`config.mk`:
```
export PLATFORM = sky130hd
export DESIGN_NAME = tx_lane_symbol_gen
export DESIGN_NICKNAME = d
export VERILOG_FILES = /design/src/rtl/aurora_pkg.sv /design/src/rtl/tx_lane_symbol_gen.sv
export SDC_FILE = /design/constraint.sdc
export NUM_CORES = 1
export LEC_CHECK = 0
export ABC_AREA = 1
export BUFFER_PORTS_ARGS = -buffer_cell sky130_fd_sc_hd__buf_2
export CAP_MARGIN = 20
export CORE_UTILIZATION = 35
export CTS_CLUSTER_DIAMETER = 60
export DETAILED_ROUTE_END_ITERATION = 12
export GPL_ROUTABILITY_DRIVEN = 0
export PLACE_DENSITY = 0.69
export SYNTH_ARGS = -nofsm -noshare
export SYNTH_HDL_FRONTEND = slang
export SYNTH_SLANG_ARGS = --single-unit
```
`constraint.sdc`:
```
create_clock -name clk -period 1.4 [get_ports clk]
set_input_delay 0.21 -clock clk [delete_from_list [all_inputs] [get_ports clk]]
set_output_delay 0.21 -clock clk [all_outputs]
set_load 0.05 [all_outputs]
```
`src/rtl/aurora_pkg.sv`:
```
// Shared types and 8B/10B symbol constants for the Aurora lane transmit path.
package aurora_pkg;

    typedef enum logic [2:0] {
        ST_IDLE = 3'd0,
        ST_SCP2 = 3'd1,
        ST_DATA = 3'd2,
        ST_ECP1 = 3'd3,
        ST_ECP2 = 3'd4
    } tx_state_t;

    localparam logic [7:0] K28_5 = 8'hBC;
    localparam logic [7:0] K28_3 = 8'h7C;
    localparam logic [7:0] K28_0 = 8'h1C;
    localparam logic [7:0] K28_2 = 8'h5C;
    localparam logic [7:0] K27_7 = 8'hFB;
    localparam logic [7:0] K29_7 = 8'hFD;
    localparam logic [7:0] K30_7 = 8'hFE;

    // Idle selection: A beats R beats K; with no flag the lane still sends K28.5.
    function automatic logic [7:0] idle_symbol(input logic a, input logic r, input logic k);
        logic [7:0] sym;
        casez ({a, r, k})
            3'b1??:  sym = K28_3;
            3'b01?:  sym = K28_0;
            3'b001:  sym = K28_5;
            default: sym = K28_5;
        endcase
        return sym;
    endfunction

endpackage

```
`src/rtl/tx_lane_symbol_gen.sv`:
```
// Lane TX symbol generator: frames user bytes with SCP/ECP and fills gaps with idles.
module tx_lane_symbol_gen
    import aurora_pkg::*;
(
    input  logic       clk,
    input  logic       rst_n,
    input  logic       channel_up,
    input  logic [7:0] tx_data,
    input  logic       tx_valid,
    input  logic       tx_sof,
    input  logic       tx_eof,
    output logic       tx_ready,
    output logic       send_idle,
    input  logic       send_K,
    input  logic       send_A,
    input  logic       send_R,
    output logic [7:0] enc_data,
    output logic       enc_is_k,
    output logic       protocol_err
);

    tx_state_t  r_state;
    logic       r_first;
    logic [7:0] r_enc_data;
    logic       r_enc_is_k;
    logic       r_protocol_err;

    logic       w_tx_ready;
    logic       w_send_idle;
    logic       w_accept;
    tx_state_t  w_next_state;
    logic       w_first_next;
    logic [7:0] w_sym;
    logic       w_is_k;
    logic       w_err;

    // Handshake and idle request depend only on state and user-side inputs (no loop via send_K/A/R).
    always_comb begin
        w_tx_ready  = 1'b0;
        w_send_idle = 1'b0;
        if (!channel_up) begin
            w_send_idle = 1'b1;
        end else begin
            case (r_state)
                ST_IDLE: begin
                    w_tx_ready  = tx_valid & ~tx_sof;
                    w_send_idle = ~(tx_valid & tx_sof);
                end
                ST_DATA: begin
                    w_tx_ready  = 1'b1;
                    w_send_idle = ~tx_valid;
                end
                default: begin
                    w_tx_ready  = 1'b0;
                    w_send_idle = 1'b0;
                end
            endcase
        end
    end

    assign w_accept = tx_valid & w_tx_ready;

    // Next symbol, error pulse and state; the SOF byte is held until DATA actually takes it.
    always_comb begin
        w_sym        = idle_symbol(send_A, send_R, send_K);
        w_is_k       = 1'b1;
        w_err        = 1'b0;
        w_next_state = r_state;
        w_first_next = r_first;
        if (!channel_up) begin
            w_next_state = ST_IDLE;
        end else begin
            case (r_state)
                ST_IDLE: begin
                    if (tx_valid && tx_sof) begin
                        w_sym        = K28_2;
                        w_next_state = ST_SCP2;
                    end else begin
                        w_err = tx_valid;
                    end
                end
                ST_SCP2: begin
                    w_sym        = K27_7;
                    w_next_state = ST_DATA;
                    w_first_next = 1'b1;
                end
                ST_DATA: begin
                    if (w_accept) begin
                        w_sym        = tx_data;
                        w_is_k       = 1'b0;
                        w_first_next = 1'b0;
                        w_err        = tx_sof & ~r_first;
                        if (tx_eof) begin
                            w_next_state = ST_ECP1;
                        end else begin
                            w_next_state = ST_DATA;
                        end
                    end else begin
                        w_next_state = ST_DATA;
                    end
                end
                ST_ECP1: begin
                    w_sym        = K29_7;
                    w_next_state = ST_ECP2;
                end
                ST_ECP2: begin
                    w_sym        = K30_7;
                    w_next_state = ST_IDLE;
                end
                default: begin
                    w_next_state = ST_IDLE;
                end
            endcase
        end
    end

    // State and registered encoder-side outputs.
    always_ff @(posedge clk or negedge rst_n) begin
        if (!rst_n) begin
            r_state        <= ST_IDLE;
            r_first        <= 1'b0;
            r_enc_data     <= K28_5;
            r_enc_is_k     <= 1'b1;
            r_protocol_err <= 1'b0;
        end else begin
            r_state        <= w_next_state;
            r_first        <= w_first_next;
            r_enc_data     <= w_sym;
            r_enc_is_k     <= w_is_k;
            r_protocol_err <= w_err;
        end
    end

    assign tx_ready     = w_tx_ready;
    assign send_idle    = w_send_idle;
    assign enc_data     = r_enc_data;
    assign enc_is_k     = r_enc_is_k;
    assign protocol_err = r_protocol_err;

endmodule

```
# Word-level counts from Yosys, hierarchy flattened
# Index checks and enable logic that the tools add are counted.
[totals]
register_bits = 14
latch_bits = 0
ram_bits = 0
romBits = 0
inputBits = 17
output_inout_bits = 12
elab_cells = 47
memories = 0
[classes]
addsub = 0
n_mul = 0
n_div = 0
magnitude_cmp = 0
eq_ne = 7
n_shift = 0
mux = 23
n_bitwise = 8
reduce_logical = 4
[op_table]
columns = ["operator", "n"]
rows = [
  ["$pmux W8 S5", 1],
  ["$mux W8", 3],
  ["$pmux W8 S2", 1],
  ["$pmux W3 S4", 1],
  ["$mux W1", 10],
  ["$mux W3", 3],
  ["$pmux W1 S2", 4],
  ["$eq A3 B2 Y1 const B", 2],
  ["$and A1 B1 Y1", 4],
  ["$not A1 Y1", 4],
  ["$eq A3 B1 Y1 const B", 1],
  ["$eq A3 B3 Y1 const B", 1],
  ["$logic_not A3 Y1", 1],
  ["$ne A3 B3 Y1 const B", 1],
  ["$reduce_and A3 Y1", 1],
  ["$eq A2 B1 Y1 const B", 1],
  ["$ne A2 B2 Y1 const B", 1],
  ["$reduce_bool A2 Y1", 1],
  ["$logic_and A1 B1 Y1", 1],
]

# Logic depth before layout (Yosys ltp)
# Gate-level depths: netlist of run 1.
[logic_depth]
word_depth = 8
depth_mapped = 9
depth_no_buf = 9

# Least setup slack after synthesis of run 1
# No wires, ideal clock.
[synth_path]
path_type = "register -> output"
startpoint = "reg r_state[2]"
endpoint = "out send_idle"
t_arrival_ns = 1.579
setup_slack_ns = -0.389
stages_incl_launch_ff = 6
path_cell_list = "dfrtp_1 inv_2 nand2_1 nor2_4 inv_1 o211ai_1"
[synth_via]
elab_chain_len = 3
[synth_lines]
columns = ["item", "line", "source"]
rows = [
  ["start, declared", "tx_lane_symbol_gen.sv:22", "tx_state_t r_state;"],
  ["start signal, assigned", "tx_lane_symbol_gen.sv:126", "r_state <= w_next_state;"],
  ["$eq A3 B2 Y1 / $logic_not A3 Y1 (equally long branches)", "tx_lane_symbol_gen.sv:44", "case (r_state)"],
  ["$pmux W1 S2 (*)", "tx_lane_symbol_gen.sv:44", ""],
  ["$mux W1 (*)", "tx_lane_symbol_gen.sv:41", "if (!channel_up) begin"],
  ["end, declared", "tx_lane_symbol_gen.sv:13", "output logic send_idle,"],
]
# Every way passes the cells marked *; elsewhere a longest branch is shown, timed or not.

# Final worst setup path of run 1
[layout_path]
startpoint = "reg r_state[0]"
endpoint = "out send_idle"
# Same word-level chain as after synthesis.

==> summary.md, run 1 <==
| Metric | Value |
|---|---|
| Final hold violation count | 0 |
| Routed vias/inst | 4.573 |
| Sum Neg Setup Slack | -0.4346 ns |
| DR WL/cell | 12.06 um |
| Design area | 1180 um^2 |
| Mapped cell area | 706.9 um^2 |
| Ratio of cells with drive above 1 in the final layout | 0.6331 |
| CP startpoint kind | flip-flop |
| Die width | 46.94 um |
| Register area | 359.1 um^2 |
| Area share of the largest cell type after synthesis | 0.2832 |
| Max-Cap Viols | 0 |
| Commonest cells post-synth | 22 x nand2_1, 8 x dfrtp_1, 8 x inv_1 |
| Overall routed net length | 1.978 mm |
| Clk sinks | 14 |
| Clock latency on the worst-skew pair | 0.28 ns |
| Critical Path Max Stage Delay | 0.42 ns |
| Layout Utilization | 0.6549 |
| Setup-failing EPs final | 4 |
| Final worst slack | -0.2209 ns |
| I/O pin count | 29 |
| # H-tree levels | 1 |
| Fin nets | 157 |
| Multiplexer share of the synthesized area | 0 |
| Ys async rst share | 1.000 |
| Num rows | 15 |
| Synth warnings | 0 |
| Area used by multi-input combinational logic | 375.4 um^2 |
| Most used DFF post-synth | dfrtp_1 |
| Leak | 0.5961 nW |
| Number of synthesized flops with an enable pin | 0 |
| CP delay by family, top | buffers and inverters |
| Worst path bufs/invs | 3 |
| Largest net degree at the start of global routing | 15 |
| Yosys cell types | 21 |
| Worst-path clk slew | 0.08 ns |
| Worst min path class | in2reg |
| Vias in the first global route | 709 |
| Status | complete, but fails checks |
| Worst EP arrival | 1.41 ns |
| Root buf cell | clkbuf_4 |
| Synth area leader | dfrtp_1 |
| Worst-margin pin slew | 0.3094 ns |
| XOR/XNOR Fraction of Synth Area | 0 |
| WP data required | 1.19 ns |
| RSZ-0062 raised after global routing | true |
| Cell Count, Final, Fillers Out | 164 |
| P per Cell Area | 1343 nW/um^2 |
| Slowest CP cell | dfrtp_1 |
| First-pass DRT Iterations | 4 |
| Simple-gate share of the synthesized area | 0.3274 |
| Final Cycle Share | 1.158 |
| Synth Net Count | 102 |
| Syn_area_per_cell | 8.317 um^2 |
| Period minus WS final | 1.621 ns |
| Max Buffers Root-to-Sink | 2 |
| Ant. Diodes | 0 |
| Post-DRT Antenna Nets | 0 |
| Die Ht | 46.94 um |
| Skew final | 0.001225 ns |
| Mapped Cells | 85 |
| Critical Path End Type | output port |
| Highest Clock Rate | 616.9 MHz |
| Core Footprint | 1802 um^2 |
| DP HPWL | 1.366 mm |
| Largest family of logic cells by synthesized area | simple AND/OR/NAND/NOR gates |
| Filler Cell Count | 159 |
| CTS Buf Count | 3 |
| Global-route wire length before repair | 3.139 mm |
| CP Max Fanout | 3 |
| Worst path cell trace | buf_6, nor2_4, inv_2, o211ai_1, buf_4 |
| CTS tree | yes |
| Worst Path Class, Setup | reg2out |
| Vias | 750 |
| Seq/Total Area, Yosys | 0.5062 |
| Worst reg2reg setup slack | -0.01 ns |
| Failing checks | negative setup slack |
| Final count of pins violating max slew | 0 |
| Die area | 2203 um^2 |
| Ranking of synthesized cells by area | dfrtp_1 28%, dfstp_2 22%, nand2_1 12% |
| Initial antenna violation count | 0 |
| Initial Utilization | 0.3924 |
| Most common cell in the netlist | nand2_1 |
| Initial DRC count | 11 |
| Grt total ovfl | 0 |
| Compound-Gate Fraction of Synth Area | 0.09204 |
| Slew headroom | 0.7937 |
| All-Layer GR Usage | 0.2118 |
| Worst VDD drop | 0.0007585 V |
| Drt drc | 0 |
| Placed instance count | 151 |
| IO buf count | 27 |
| Area after DPL | 985.9 um^2 |
| Seq cells post-synth | 14 |
| Layout area overhead | 66.90% |
| Adder-cell area share of the yosys netlist | 0 |
state kept, by name, summed over array words and instances (netlist names):
register	cells
enc_data	8
r_state	3
enc_is_k	1
protocol_err	1
r_first	1
metal layers:
layer,vias up,global-route usage,share of wire,wire length [um]
met5,-,0,0,0
met4,0,0.1200,0.021,42
met3,4,0.03846,0.067,132
met2,30,0.3472,0.50,992
met1,342,0.2613,0.41,810
li1,374,-,-,-
where the power goes:
group | switching [mW] | internal (mW) | leakage, nW
Combinational | 0.471 | 0.311 | 0.410
Clock | 0.128 | 0.158 | 0.0210
Sequential | 0.0332 | 0.482 | 0.165
worst reg2reg max path, cell delays in order, from the launching register on:
cell and delay (ns):
dfrtp_1 0.41, buf_4 0.17, buf_4 0.15, nor2_4 0.14, nand4_4 0.19, inv_4 0.12
nand2_1 0.07, a21oi_2 0.11
timing repair:
action / 4_1_cts / 5_1_grt
gates resized for setup: 17 / 11
hold buffers: 1 / 0
buffers inserted: 8 / 4
pin swaps: 5 / 8
endpoints found under the hold margin: 8 / 0
setup endpoints to repair: 3 / 12
cloned: 0 / 0
cell type report:
type,instances,area share
timing repair buffer,50,0.2736
multi-input combinational,57,0.3181
tap,25,0.02651
inverter,14,0.04666
sequential,14,0.3043
clock buffer,4,0.03075
cell families after synthesis:
group	after synthesis
simple gates	46
flops	14
buf+inv	14
compound gates	11
cells in the final DEF, fill, tap and decap left out:
cell           count
nand4_4            1
dfrtp_1            7
nor3_4             1
buf_6              2
nor2_4             4
nand4_1            1
nand2_1           20
nand3_2            2
buf_2             25
nor3_1             1
clkinv_1           1
nand2_2            4
a21oi_2            3
dfrtp_2            1
buf_4             22
nand3_4            1
inv_2              6
clkbuf_8           1
a21oi_1            3
o211ai_1           1
inv_1              6
nand3_1            2
clkbuf_4           3
o21ai_1            1
o21ai_2            3
dfstp_2            6
nand2_4            2
inv_4              1
nor2_1             5
or2_1              2
dlygate4sd3_1      1
final timing paths:
kind | depth (start not counted) | start | endpoint
min | 2 | tx_data[4] | enc_data[4]
max | 5 | r_state[0] | send_idle
min reg2reg | 2 | r_first | r_first
min in group asynchronous | 2 | rst_n | r_state[0]
max in group asynchronous | 2 | rst_n | enc_data[4]
max reg2reg | 7 | r_state[2] | enc_data[0]
stage by stage:
step	power [mW]	worst slack, ns	hold slack, ns
5_1_grt	1.666	-0.2979	0.09821
3_5_place_dp	1.155	-0.03386	0.1138
2_1_floorplan	0.9151	-0.3885	-0.08559
3_3_place_gp	1.140	-0.03630	0.1086
6_report	1.584	-0.2209	0.1112
4_1_cts	1.510	-0.2249	0.1111
(Power assumes the default switching activity.)
==> run 2: changes to the inputs <==
- SETUP_SLACK_MARGIN: unset -> 0.3
==> summary.md, run 2 (same netlist as run 1, synthesis figures left out) <==
| Metric | Value |
|---|---|
| Routed vias/inst | 4.588 (+0.31%) |
| Setup-failing EPs final | 2 (-2) |
| Hold_sp | tx_data[4] |
| Fin nets | 153 (-2.5%) |
| Period minus WS final | 1.657 ns (+0.03625 ns) |
| Slew headroom | 0.7951 (+0.001414) |
| Highest Clock Rate | 603.4 MHz (-2.2%) |
| Final worst slack | -0.2571 ns (-0.03625 ns) |
| Ratio of cells with drive above 1 in the final layout | 0.6444 (+0.01135) |
| P per Cell Area | 1325 nW/um^2 (-1.3%) |
| Critical Path End Type | output port |
| Global-route wire length before repair | 2.656 mm (-15%) |
| Worst-path clk slew | 0.09 ns (about the same) |
| Leak | 0.6014 nW (+0.89%) |
| WP data required | 1.19 ns (about the same) |
| Internal | 976.0 uW (+2.6%) |
| Worst min path class | in2reg |
| RSZ-0062 raised after global routing | true |
| Vias | 734 (-2.1%) |
| Total power | 1.608 mW (+1.5%) |
| Register area | 360.3 um^2 (+0.35%) |
| Filler Cell Count | 148 (-6.9%) |
| Overall routed net length | 1.956 mm (-1.1%) |
| Most frequent cells in the layout | 18 x nand2_1, 17 x buf_2, 17 x buf_4 |
| Status | complete, but fails checks |
| Failing checks | negative setup slack |
| Layout Utilization | 0.6736 (+0.01875) |
| CTS tree | yes |
| Design area | 1214 um^2 (+2.9%) |
| Initial antenna violation count | 0 (unchanged) |
| Die width | 46.94 um (unchanged) |
| Initial DRC count | 21 (+10) |
| Place WS | 0.03049 ns (+0.06435 ns) |
| Largest net degree at the start of global routing | 15 (unchanged) |
| Comb power frac | 0.491 (-0.003) |
| Core Footprint | 1802 um^2 (unchanged) |
| Die area | 2203 um^2 (unchanged) |
| Worst VDD drop | 0.0006688 V (-12%) |
| Worst reg2reg setup slack | 0.02 ns (+0.03 ns) |
| I/O pin count | 29 (unchanged) |
| Clk network pwr share | 0.182 (about the same) |
| Layout area overhead | 71.68% |
| Final Cycle Share | 1.184 (+0.02590) |
| Leading cell type in the layout, fill and taps excluded | nand2_1 |
| Sequential power share | 0.327 (+0.002) |
| Worst Path Class, Setup | reg2out |
| Skew final | 0.006041 ns (+0.004816 ns) |
| Reg2reg end | enc_data[1] |
| Final count of pins violating max slew | 0 (unchanged) |
| Hold endpoint | enc_data[4] |
| Worst-margin pin slew | 0.3073 ns (-0.002121 ns) |
| All-Layer GR Usage | 0.1761 (-0.03569) |
| Hold Path Stages | 2 (unchanged) |
| Clock latency on the worst-skew pair | 0.28 ns (about the same) |
| CP Max Fanout | 3 (unchanged) |
| Max FFs per register | 8 (unchanged) |
| Vias in the first global route | 617 (-13%) |
| DR WL/cell | 12.23 um (+1.4%) |
| # H-tree levels | 1 (unchanged) |
| Switch share | 0.3931 (-0.006175) |
| Area used by multi-input combinational logic | 366.6 um^2 (-2.3%) |
| Worst EP arrival | 1.45 ns (+0.04 ns) |
| Max-Cap Viols | 0 (unchanged) |
| IO buf count | 27 (unchanged) |
| Post-DRT Antenna Nets | 0 (unchanged) |
| Ant. Diodes | 0 (unchanged) |
| Root buf cell | clkbuf_4 |
| Sum Neg Setup Slack | -0.5008 ns (-0.06619 ns) |
| CTS Buf Count | 3 (unchanged) |
| P_sw | 632.3 uW (about the same) |
| DP HPWL | 1.254 mm (-8.2%) |
| First-pass DRT Iterations | 4 (unchanged) |
| FF-to-FF path depth | 7 (unchanged) |
| Max Buffers Root-to-Sink | 2 (unchanged) |
| Final hold violation count | 0 (unchanged) |
| Clk sinks | 14 (unchanged) |
| FF-to-FF Start | r_state[2] |
| Drt drc | 0 (unchanged) |
| CP startpoint kind | flip-flop |
| Die Ht | 46.94 um (unchanged) |
| Grt total ovfl | 0 (unchanged) |
| Num rows | 15 (unchanged) |
| Initial Utilization | 0.3924 (unchanged) |
| Area after DPL | 991.0 um^2 (+0.51%) |
run 2: cell type report:
cell class	count	area share
timing repair buffer	46	0.2979
multi-input combinational	57	0.3021
inverter	14	0.04742
tap	25	0.02577
sequential	14	0.2969
clock buffer	4	0.02990
run 2: worst max path at each step:
stage                           end       start  slack [ns]  depth (start not counted)
after floorplan           send_idle  r_state[2]       -0.37                          5
after global placement     tx_ready  r_state[0]        0.03                          6
after detailed placement  send_idle  r_state[2]        0.03                          6
after CTS                 send_idle  r_state[0]       -0.23                          6
after global routing       tx_ready  r_state[0]       -0.32                          6
final                      tx_ready  r_state[0]       -0.26                          6
run 2: power groups by stage:
| stage | clock network (mW) | logic (mW) | registers (mW) |
|---|---|---|---|
| 6_report | 0.292 | 0.790 | 0.526 |
| 5_1_grt | 0.308 | 0.833 | 0.536 |
| 4_1_cts | 0.296 | 0.711 | 0.525 |
| 3_5_place_dp | 0 | 0.630 | 0.521 |
| 3_3_place_gp | 0 | 0.621 | 0.521 |
| 2_1_floorplan | 0 | 0.263 | 0.665 |
run 2: critical path, cell delays in order, from the launching register on:
cell	delay (ns)
dfrtp_2	0.45
inv_2	0.07
nand2_2	0.08
nor3_2	0.20
nor2_2	0.08
nor2_4	0.09
buf_4	0.19
run 2: timing repair:
| item | CTS | global route |
|---|---|---|
| endpoints found under the setup margin | 19 | 22 |
| hold buffers | 1 | 0 |
| endpoints found under the hold margin | 8 | 0 |
| buffers inserted | 2 | 3 |
| resized for setup | 25 | 19 |
| pin swaps | 4 | 6 |
run 2: routing by layer:
layer,part of all wire,up-vias,track usage
li1,-,367,-
met1,0.43,340,0.2405
met2,0.51,23,0.2722
met3,0.046,4,0.02692
met4,0.012,0,0.08571
met5,0,-,0
run 2: metrics by stage:
step / instances / hold slack (ns)
2_1_floorplan: 85 / -0.08559
3_3_place_gp: 150 / 0.1152
3_5_place_dp: 150 / 0.1159
4_1_cts: 157 / 0.1138
5_1_grt: 160 / 0.1254
6_report: 160 / 0.1126
==> run 3: changes to the inputs <==
- ABC_CLOCK_PERIOD_IN_PS: unset -> 1400
- CELL_PAD_IN_SITES_DETAIL_PLACEMENT: unset -> 1
- CELL_PAD_IN_SITES_GLOBAL_PLACEMENT: unset -> 1
- CORE_UTILIZATION: 35 -> 32
- PLACE_DENSITY: 0.69 -> 0.83
==> summary.md, run 3 (same netlist as run 1, synthesis figures left out) <==
| Metric | Value |
|---|---|
| Die area | 2401 um^2 (+9.0%) |
| Final worst slack | -0.3205 ns (-0.06336 ns) |
| Critical Path End Type | flip-flop |
| DP HPWL | 1.484 mm (+18%) |
| Worst VDD drop | 0.0008723 V (+30%) |
| Initial Utilization | 0.3496 (-0.04273) |
| Grt met2 use | 0.5417 (+0.2694) |
| RSZ-0062 raised after global routing | true |
| P_sw | 829.1 uW (+31%) |
| Largest net degree at the start of global routing | 15 (unchanged) |
| Root buf cell | clkbuf_4 |
| Layout area overhead | 107.4% |
| All-Layer GR Usage | 0.2949 (+0.1188) |
| CP Max Fanout | 3 (unchanged) |
| P per Cell Area | 1311 nW/um^2 (-1.1%) |
| CP startpoint kind | flip-flop |
| FF-to-FF Start | r_state[2] |
| Post-DRT Antenna Nets | 0 (unchanged) |
| Global-route wire length before repair | 5.071 mm (+91%) |
| I/O pin count | 29 (unchanged) |
| Worst Path Class, Setup | reg2reg |
| Drt drc | 0 (unchanged) |
| Leak | 0.7230 nW (+20%) |
| Sum Neg Setup Slack | -3.269 ns (-2.768 ns) |
| Period minus WS final | 1.721 ns (+0.06336 ns) |
| Reg2reg end | r_state[1] |
| Clk network pwr share | 0.160 (-0.022) |
| Worst reg2reg setup slack | -0.32 ns (-0.34 ns) |
| Fin nets | 172 (+12%) |
| Max Buffers Root-to-Sink | 2 (unchanged) |
| Most frequent cells in the layout | 27 x buf_4, 17 x nand2_1, 15 x buf_2, 15 x buf_6 |
| FF-to-FF path depth | 12 (+5) |
| Die width | 49 um (+4.4%) |
| Initial DRC count | 15 (-29%) |
| Clk sinks | 14 (unchanged) |
| Initial antenna violation count | 0 (unchanged) |
| CTS Buf Count | 3 (unchanged) |
| Status | complete, but fails checks |
| Final count of pins violating max slew | 0 (unchanged) |
| Met3 usage | 0.03427 (+0.007345) |
| Ratio of cells with drive above 1 in the final layout | 0.7403 (+0.09582) |
| Overall routed net length | 4.300 mm (+120%) |
| Critical Path Max Stage Delay | 0.42 ns (-0.03 ns) |
| Die Ht | 49 um (+4.4%) |
| # H-tree levels | 1 (unchanged) |
| Filler Cell Count | 214 (+45%) |
| Crit path depth | 12 (+6) |
| Worst path cell trace | inv_2, buf_4, buf_6, buf_6, buf_6, buf_6, buf_6, buf_6, buf_6, nand3_4, a21oi_4, buf_4 |
| DR WL/cell | 23.76 um (+94%) |
| Total power | 1.922 mW (+20%) |
| Max FFs per register | 8 (unchanged) |
| Max-Cap Viols | 0 (unchanged) |
| Grt total ovfl | 0 (unchanged) |
| Crit. Startpoint | r_state[2] |
| Skew final | 0.008996 ns (+0.002955 ns) |
| Cell Count, Final, Fillers Out | 181 (+13%) |
| Final Cycle Share | 1.229 (+0.04526) |
| CTS tree | yes |
| Place WS | -0.03786 ns (-0.06835 ns) |
| Routed vias/inst | 5.166 (+13%) |
| Worst EP arrival | 1.91 ns (+0.46 ns) |
| CP delay by family, top | buffers and inverters |
| Final hold violation count | 0 (unchanged) |
| Met1 GRT Util | 0.3360 (+0.09551) |
| Ant. Diodes | 0 (unchanged) |
| Vias in the first global route | 957 (+55%) |
| WP data required | 1.59 ns (+0.40 ns) |
| CP dominant cell by count | buf_6 |
| Slowest CP cell | dfrtp_2 |
| Sequential power share | 0.287 (-0.040) |
| Clock latency on the worst-skew pair | 0.29 ns (about the same) |
| Worst min path class | in2reg |
| Slew headroom | 0.7718 (-0.02336) |
| Internal | 1.093 mW (+12%) |
| Critical Path Sink | r_state[1] |
| Worst-path clk slew | 0.10 ns (about the same) |
| Comb power frac | 0.553 (+0.062) |
| Num rows | 16 (+1) |
| Placed instance count | 147 (-2.0%) |
| GRT busiest layer | met2 |
| Leading cell type in the layout, fill and taps excluded | buf_4 |
| Setup-failing EPs final | 14 (+12) |
| Failing checks | negative setup slack |
| Worst path bufs/invs | 10 (+8) |
| Core Footprint | 2022 um^2 (+12%) |
| Highest Clock Rate | 581.2 MHz (-3.7%) |
| Hold slack | 0.1276 ns (+0.01501 ns) |
| IO buf count | 27 (unchanged) |
| Worst-margin pin slew | 0.3424 ns (+0.03505 ns) |
| First-pass DRT Iterations | 4 (unchanged) |
| Vias | 935 (+27%) |
| Switch share | 0.4313 (+0.03820) |
run 3: timing repair:
action,CTS,global route
pin swaps,8,17
buffers inserted,17,12
resized for setup,41,36
endpoints found under the hold margin,8,0
gates cloned,0,0
endpoints found under the setup margin,19,25
hold buffers,1,0
run 3: routing by layer:
layer / up-vias / routed length, um / share of wire
met5: - / 0 / 0
met4: 0 / 272 / 0.063
met3: 22 / 201 / 0.047
met2: 54 / 2213 / 0.51
met1: 452 / 1612 / 0.37
li1: 407 / - / -
run 3: area by class of cell:
cell class	instances	area, um^2	area share
clock buffer	4	36.28	0.02474
inverter	14	57.56	0.03925
multi-input combinational	57	415.4	0.2833
sequential	14	361.6	0.2466
tap	27	33.78	0.02304
timing repair buffer	65	561.8	0.3831
run 3: power groups by stage:
stage	clock (mW)	combinational, mW	sequential (mW)
finish	0.308	1.06	0.551
global route	0.321	1.09	0.550
CTS	0.301	0.782	0.528
detailed placement	0	0.582	0.531
global placement	0	0.568	0.525
floorplan	0	0.263	0.665
run 3: metrics by stage:
step | cell area, um^2 | utilization
2_1_floorplan | 726.9 | -
3_3_place_gp | 955.9 | 0.4728
3_5_place_dp | 955.9 | 0.4728
4_1_cts | 1262 | 0.6244
5_1_grt | 1466 | 0.7252
6_report | 1466 | 0.7252
run 3: worst min path at each step:
stage / start / depth (start not counted) / endpoint / slack, ns
floorplan: rst_n / 0 / enc_data[0] / -0.09
global placement: rst_n / 1 / enc_data[1] / 0.12
detailed placement: rst_n / 1 / enc_data[1] / 0.12
CTS: tx_data[4] / 2 / enc_data[4] / 0.11
global route: tx_data[3] / 2 / enc_data[3] / 0.12
finish: tx_data[3] / 2 / enc_data[3] / 0.13
